===== config.mk =====
export PLATFORM = sky130hd
export DESIGN_NAME = branch_resolve_unit
export DESIGN_NICKNAME = d
export VERILOG_FILES = /design/src/rtl/branch_resolve_unit.sv
export SDC_FILE = /design/constraint.sdc
export NUM_CORES = 1
export LEC_CHECK = 0
export ABC_CLOCK_PERIOD_IN_PS = 2400
export BUFFER_PORTS_ARGS = -buffer_cell sky130_fd_sc_hd__buf_2
export CAP_MARGIN = 10
export CORE_ASPECT_RATIO = 1.25
export CORE_UTILIZATION = 50
export CTS_BUF_LIST = sky130_fd_sc_hd__clkbuf_2 sky130_fd_sc_hd__clkbuf_4 sky130_fd_sc_hd__clkbuf_8
export DETAILED_ROUTE_END_ITERATION = 8
export PLACE_DENSITY = 0.81
export REMOVE_ABC_BUFFERS = 1
export SKIP_LAST_GASP = 1
export SYNTH_ARGS = -nofsm -noshare
export SYNTH_HDL_FRONTEND = slang
export SYNTH_SLANG_ARGS = --single-unit

===== constraint.sdc =====
create_clock -name clk -period 2.4 [get_ports clk]
set_input_delay 0.36 -clock clk [delete_from_list [all_inputs] [get_ports clk]]
set_output_delay 0.36 -clock clk [all_outputs]
set_load 0.01 [all_outputs]

===== src/rtl/branch_resolve_unit.sv =====
// Branch unit: 2-bit saturating BHT lookup on fetch, registered branch resolution on execute,
// and a fixed-length flush window after a mispredict. Define BRU_STATS_EN to add branch/mispredict counters.
module branch_resolve_unit #(
  parameter int DATA_W      = 16,
  parameter int PC_W        = 16,
  parameter int BHT_DEPTH   = 16,
  parameter int RECOVER_CYC = 2
) (
  input  logic              clk,
  input  logic              rst_n,
  input  logic              f_valid,
  input  logic [PC_W-1:0]   f_pc,
  output logic              f_pred_taken,
  input  logic              ex_valid,
  output logic              ex_ready,
  input  logic [1:0]        ex_op,
  input  logic              ex_unsigned,
  input  logic [DATA_W-1:0] ex_a,
  input  logic [DATA_W-1:0] ex_b,
  input  logic [PC_W-1:0]   ex_pc,
  input  logic              ex_pred_taken,
  input  logic [PC_W-1:0]   ex_target,
  input  logic [PC_W-1:0]   ex_fallthru,
  output logic              rs_valid,
  output logic              rs_taken,
  output logic              rs_mispredict,
  output logic [PC_W-1:0]   rs_redirect_pc
`ifdef BRU_STATS_EN
  ,
  input  logic              stat_clr,
  output logic [31:0]       stat_branches,
  output logic [31:0]       stat_mispredicts
`endif
);

  localparam int IDX_W = $clog2(BHT_DEPTH);
  localparam int CNT_W = $clog2(RECOVER_CYC + 1);

  typedef enum logic {RUN, FLUSH} state_t;

  state_t           state_q, state_d;
  logic [CNT_W-1:0] rcnt_q, rcnt_d;
  logic [1:0]       bht [BHT_DEPTH];

  // Condition evaluation: one subtractor provides borrow, sign and overflow.
  logic [DATA_W:0] diff;
  logic            eq, lt_u, lt_s, lt, taken, mispredict, accept;

  assign diff       = {1'b0, ex_a} - {1'b0, ex_b};
  assign eq         = (ex_a == ex_b);
  assign lt_u       = diff[DATA_W];
  assign lt_s       = diff[DATA_W-1] ^
                      ((ex_a[DATA_W-1] != ex_b[DATA_W-1]) & (diff[DATA_W-1] != ex_a[DATA_W-1]));
  assign lt         = ex_unsigned ? lt_u : lt_s;
  assign taken      = (ex_op[1] ? lt : eq) ^ ex_op[0];
  assign mispredict = taken ^ ex_pred_taken;
  assign accept     = ex_valid & ex_ready;

  logic [IDX_W-1:0] ex_idx, f_idx;
  logic [1:0]       cur_ctr, upd_ctr;
  logic             f_pred_d;

  assign ex_idx  = ex_pc[IDX_W-1:0];
  assign f_idx   = f_pc[IDX_W-1:0];
  assign cur_ctr = bht[ex_idx];

  always_comb begin
    upd_ctr = cur_ctr;
    if (taken) begin
      if (cur_ctr != 2'b11) upd_ctr = cur_ctr + 2'd1;
    end else begin
      if (cur_ctr != 2'b00) upd_ctr = cur_ctr - 2'd1;
    end
  end

  // A lookup hitting the entry written on this edge sees the post-update value.
  assign f_pred_d = (accept && (f_idx == ex_idx)) ? upd_ctr[1] : bht[f_idx][1];

  // NOTE: the BHT is a flop array, not a RAM, so it can and must be reset to weakly not-taken.
  always_ff @(posedge clk or negedge rst_n) begin
    if (!rst_n) begin
      for (int i = 0; i < BHT_DEPTH; i++) bht[i] <= 2'b01;
    end else if (accept) begin
      bht[ex_idx] <= upd_ctr;
    end
  end

  // NOTE: all sequential state uses non-blocking assignments so every flop samples pre-edge values.
  always_ff @(posedge clk or negedge rst_n) begin
    if (!rst_n) begin
      f_pred_taken   <= 1'b0;
      rs_valid       <= 1'b0;
      rs_taken       <= 1'b0;
      rs_mispredict  <= 1'b0;
      rs_redirect_pc <= '0;
    end else begin
      if (f_valid) f_pred_taken <= f_pred_d;
      rs_valid <= accept;
      if (accept) begin
        rs_taken       <= taken;
        rs_mispredict  <= mispredict;
        rs_redirect_pc <= taken ? ex_target : ex_fallthru;
      end
    end
  end

  always_ff @(posedge clk or negedge rst_n) begin
    if (!rst_n) begin
      state_q <= RUN;
      rcnt_q  <= '0;
    end else begin
      state_q <= state_d;
      rcnt_q  <= rcnt_d;
    end
  end

  // NOTE: every output of this block gets a default first so no latch can be inferred.
  always_comb begin
    state_d  = state_q;
    rcnt_d   = rcnt_q;
    ex_ready = 1'b0;
    case (state_q)
      RUN: begin
        ex_ready = 1'b1;
        if (ex_valid && mispredict) begin
          state_d = FLUSH;
          rcnt_d  = CNT_W'(RECOVER_CYC);
        end
      end
      FLUSH: begin
        rcnt_d = rcnt_q - CNT_W'(1);
        if (rcnt_q == CNT_W'(1)) state_d = RUN;
      end
      default: state_d = RUN;
    endcase
  end

`ifdef BRU_STATS_EN
  // Saturating event counters; a synchronous clear beats a same-cycle increment.
  always_ff @(posedge clk or negedge rst_n) begin
    if (!rst_n) begin
      stat_branches    <= '0;
      stat_mispredicts <= '0;
    end else if (stat_clr) begin
      stat_branches    <= '0;
      stat_mispredicts <= '0;
    end else begin
      if (accept && (stat_branches != '1)) stat_branches <= stat_branches + 32'd1;
      if (accept && mispredict && (stat_mispredicts != '1))
        stat_mispredicts <= stat_mispredicts + 32'd1;
    end
  end
`endif

endmodule


==> reports/results.txt <==
The sequential element share of the synthesized area was 42.2%. In this run, the number of DRC markers left after iteration 0 of detailed routing was 329. From synthesis to final layout, the design area changed by 32.1%. The floorplan has 32 rows.

The placer's final routability congestion estimate is 0.818, and the first-pass GRT wire length is 13100 µm. The synthesized design contains 55 register bits. At the worst endpoint, the required time is 2.64 ns. Final routed wirelength across all metal layers: 7990 µm. OpenSTA, run right after detailed placement, puts the worst setup slack at -1.18 ns. Die area: 6950 µm². The clock-pin slew of the registers on the worst-case setup and hold paths is 0.10 ns. For this design, the CTS-stage hold fixing added 0 buffers.

The tools report the starting density of the core as 52.6%. Buffers inserted during clock tree synthesis total 5. In the final timing run, aggregate negative setup slack is -31.40 ns. Setup repair after global routing could not meet its margin everywhere. The checks that failed: negative setup slack. IR analysis of the VDD net gives a maximum drop of 0.625 mV. Achievable clock frequency: 326 MHz. Leaving out fill and tap cells, the most frequent cell in the layout is sky130_fd_sc_hd__buf_2.

For this run, the leading register cell type out of synthesis is sky130_fd_sc_hd__dfrtp_1. After detailed routing, the average wire length per cell comes to 15.0 µm. The type of the setup path with the least slack was in2reg.

The synthesis warning total came out at 0. In this run the remaining antenna-violating nets after routing total 0. A synthesized cell averages 10.3 µm². The y dimension of the die was 92.9 µm; the smallest hold slack was 0.0272 ns.

The number of different library cells used by synthesis comes to 43. TritonCTS built the clock tree. Across every metal layer, demand over resource in global routing totals 24.7%.

After synthesis, the share of flip-flops with an asynchronous set or reset is 100%. The worst hold path belongs to the class in2async. 125 I/O pins were placed. The actual slew at the worst max-slew pin came out at 0.565 ns.

During placement, the flow inserted port buffers numbering 100. The total power divided by cell area was 901 nW/µm². The top cell types in the final layout, fill and taps aside, are 98 x sky130_fd_sc_hd__buf_2, 73 x sky130_fd_sc_hd__nand2_1, 39 x sky130_fd_sc_hd__dfrtp_1. The number of synthesized flops with an enable pin is 0. The max-slew violation total from the final report was 0; the reported leakage power was 2.15 nW. No sink is reached through more buffers than the 2 on the longest clock path. The fraction of the cycle the final worst path needs came out at 128%. CTS built an H-tree with a depth of 2. Via count normalized by instance count: 5.44. The tools report the number of iterations in the first detailed-routing pass as 4. The worst path arrival time is 3.31 ns, and the fraction of layout cells with a size suffix above 1 is 46.8%. The run finished, with violations left. Cells fill 69.5% of the core in the end. Counting every instance in the synthesized netlist gives 322. The run gives 0 as the DRC violation count after routing. The repair_antennas step left the layout with diodes totalling 0. Measured along the x axis, the die boundary spans 74.8 µm. The clock drives 55 sinks.

The final setup skew was 0.0150 ns. The clock reaches the later pin of the worst-skew pair after 0.31 ns. Headroom to the max-slew limit came out at 62.1%.

After legalization and detailed placement, the total HPWL measured 5780 µm. CTS placed an instance of sky130_fd_sc_hd__clkbuf_8 at the clock tree root. Setup violations remaining at the end of the flow were counted as 54. The final route contains 2895 vias. The via count of the first global-routing pass was 2969; the largest driver fanout on the critical path was 6. Subtracting the final worst setup slack from the clock period gives 3.07 ns.

Summed over all layers, the global routing overflow is 0. At the end of the flow, the number of nets in the layout was 568. The area of the placeable core is 6290 µm². Entering global routing, the biggest net connects 56 pins. The run gives 3310 µm² as the netlist area before placement. STA classifies the critical path startpoint as an input port. The number of antenna violations at the first check in global routing came out at 0. The logs give 0 for the count of maximum capacitance violations and -0.671 ns for the post-layout worst setup margin.

The number of hold-slack violations in the final timing report was 0. After filler insertion, the fill cell instance count of the layout stands at 462. STA classifies the critical path endpoint as a flop.
## final timing paths
kind	slack, ns	endpoint	cells after the start	from
min	0.03	bht[13]$_DFFE_PN0P_	2	rst_n
max reg2reg	0.02	bht[29]$_DFFE_PN0P_	6	bht[29]$_DFFE_PN0P_
max in group asynchronous	2.07	bht[30]$_DFFE_PN1P_	2	rst_n
min in group clk	0.30	rs_redirect_pc[14]$_DFFE_PN0P_	3	ex_target[14]
max	-0.67	bht[13]$_DFFE_PN0P_	19	ex_b[1]
min reg2reg	0.47	bht[12]$_DFFE_PN1P_	2	bht[12]$_DFFE_PN1P_
## sequential cells by signal (all words and copies together) (netlist names)
register / flops
bht: 32
f_pred_taken: 1
rs_redirect_pc: 16
rs_mispredict: 1
rs_valid: 1
rcnt_q: 2
state_q: 1
rs_taken: 1
## critical path: stages
cell	delay, ns
sky130_fd_sc_hd__buf_6	0.07
sky130_fd_sc_hd__inv_2	0.04
sky130_fd_sc_hd__ha_4	0.26
sky130_fd_sc_hd__nor2b_1	0.12
sky130_fd_sc_hd__o211ai_1	0.10
sky130_fd_sc_hd__a21o_1	0.17
sky130_fd_sc_hd__nand2_1	0.05
sky130_fd_sc_hd__a21o_1	0.10
sky130_fd_sc_hd__a21oi_1	0.06
sky130_fd_sc_hd__o31a_1	0.30
sky130_fd_sc_hd__fa_2	0.32
sky130_fd_sc_hd__and3b_1	0.18
sky130_fd_sc_hd__a21oi_2	0.13
sky130_fd_sc_hd__o31ai_2	0.10
sky130_fd_sc_hd__xnor2_2	0.16
sky130_fd_sc_hd__buf_6	0.15
sky130_fd_sc_hd__maj3_4	0.39
sky130_fd_sc_hd__buf_6	0.14
sky130_fd_sc_hd__o21ai_2	0.11
## kinds of logic after synthesis
kind of cell	share of synthesized area [%]
AND/OR/NAND/NOR	12.5
AO/OA/AOI/OAI	15.5
flip-flops	42.2
buffers and inverters	4.77
multiplexers	15.4
adder cells (fa/ha/maj)	7.79
XOR/XNOR	1.85
## final cells by class
| cell class | count | area (µm²) | area share (%) |
|---|---|---|---|
| sequential | 55 | 1400 | 32.0 |
| timing repair buffer | 128 | 823 | 18.8 |
| clock buffer | 5 | 68.8 | 1.58 |
| clock inverter | 3 | 27.5 | 0.630 |
| tap | 85 | 106 | 2.43 |
| inverter | 20 | 75.1 | 1.72 |
| multi-input combinational | 236 | 1870 | 42.8 |
## timing repair
action | 4_1_cts | 5_1_grt
pin swaps | 23 | 6
resized for setup | 54 | 7
buffers inserted | 7 | 1
setup endpoints to repair | 54 | 54
cloned | 4 | 0
## per-stage QoR
step           area, µm²  power (mW)  instances
4_1_cts             4340        3.90        531
3_5_place_dp        3990        3.11        512
3_3_place_gp        3990        3.02        512
6_report            4370        3.94        532
5_1_grt             4370        4.19        532
2_1_floorplan       3230        2.55        309
## where the power goes
| group | switching, mW | internal (mW) | total (mW) |
|---|---|---|---|
| sequential | 0.260 | 1.41 | 1.67 |
| clock | 0.322 | 0.215 | 0.537 |
| combinational | 0.884 | 0.840 | 1.72 |
| total | 1.47 | 2.47 | 3.94 |
## cell usage after synthesis, drive strengths merged, types with 4 or more instances
library cell,instances,area share (%)
inv,20,2.3
dfstp,16,13
nand3,7,1.1
ha,17,6.4
a21o,6,1.4
nand2,73,8.3
clkbuf,8,1.0
nand4,4,0.76
mux4,14,9.9
dfrtp,39,30
buf,5,1.5
mux2i,17,5.1
xnor2,4,1.1
a21oi,7,1.2
o21ai,53,10
## routing by layer
layer  up-vias  global-route usage (%)  part of all wire, %  routed length [µm]
li1       1393                       -                    -                   -
met1      1394                    29.8                   40                3230
met2        94                    44.0                   54                4290
met3        14                    4.57                  3.8                 306
met4         0                    6.76                  2.1                 165
met5         -                       0                    0                   0
Power figures use the tool's default switching activity.
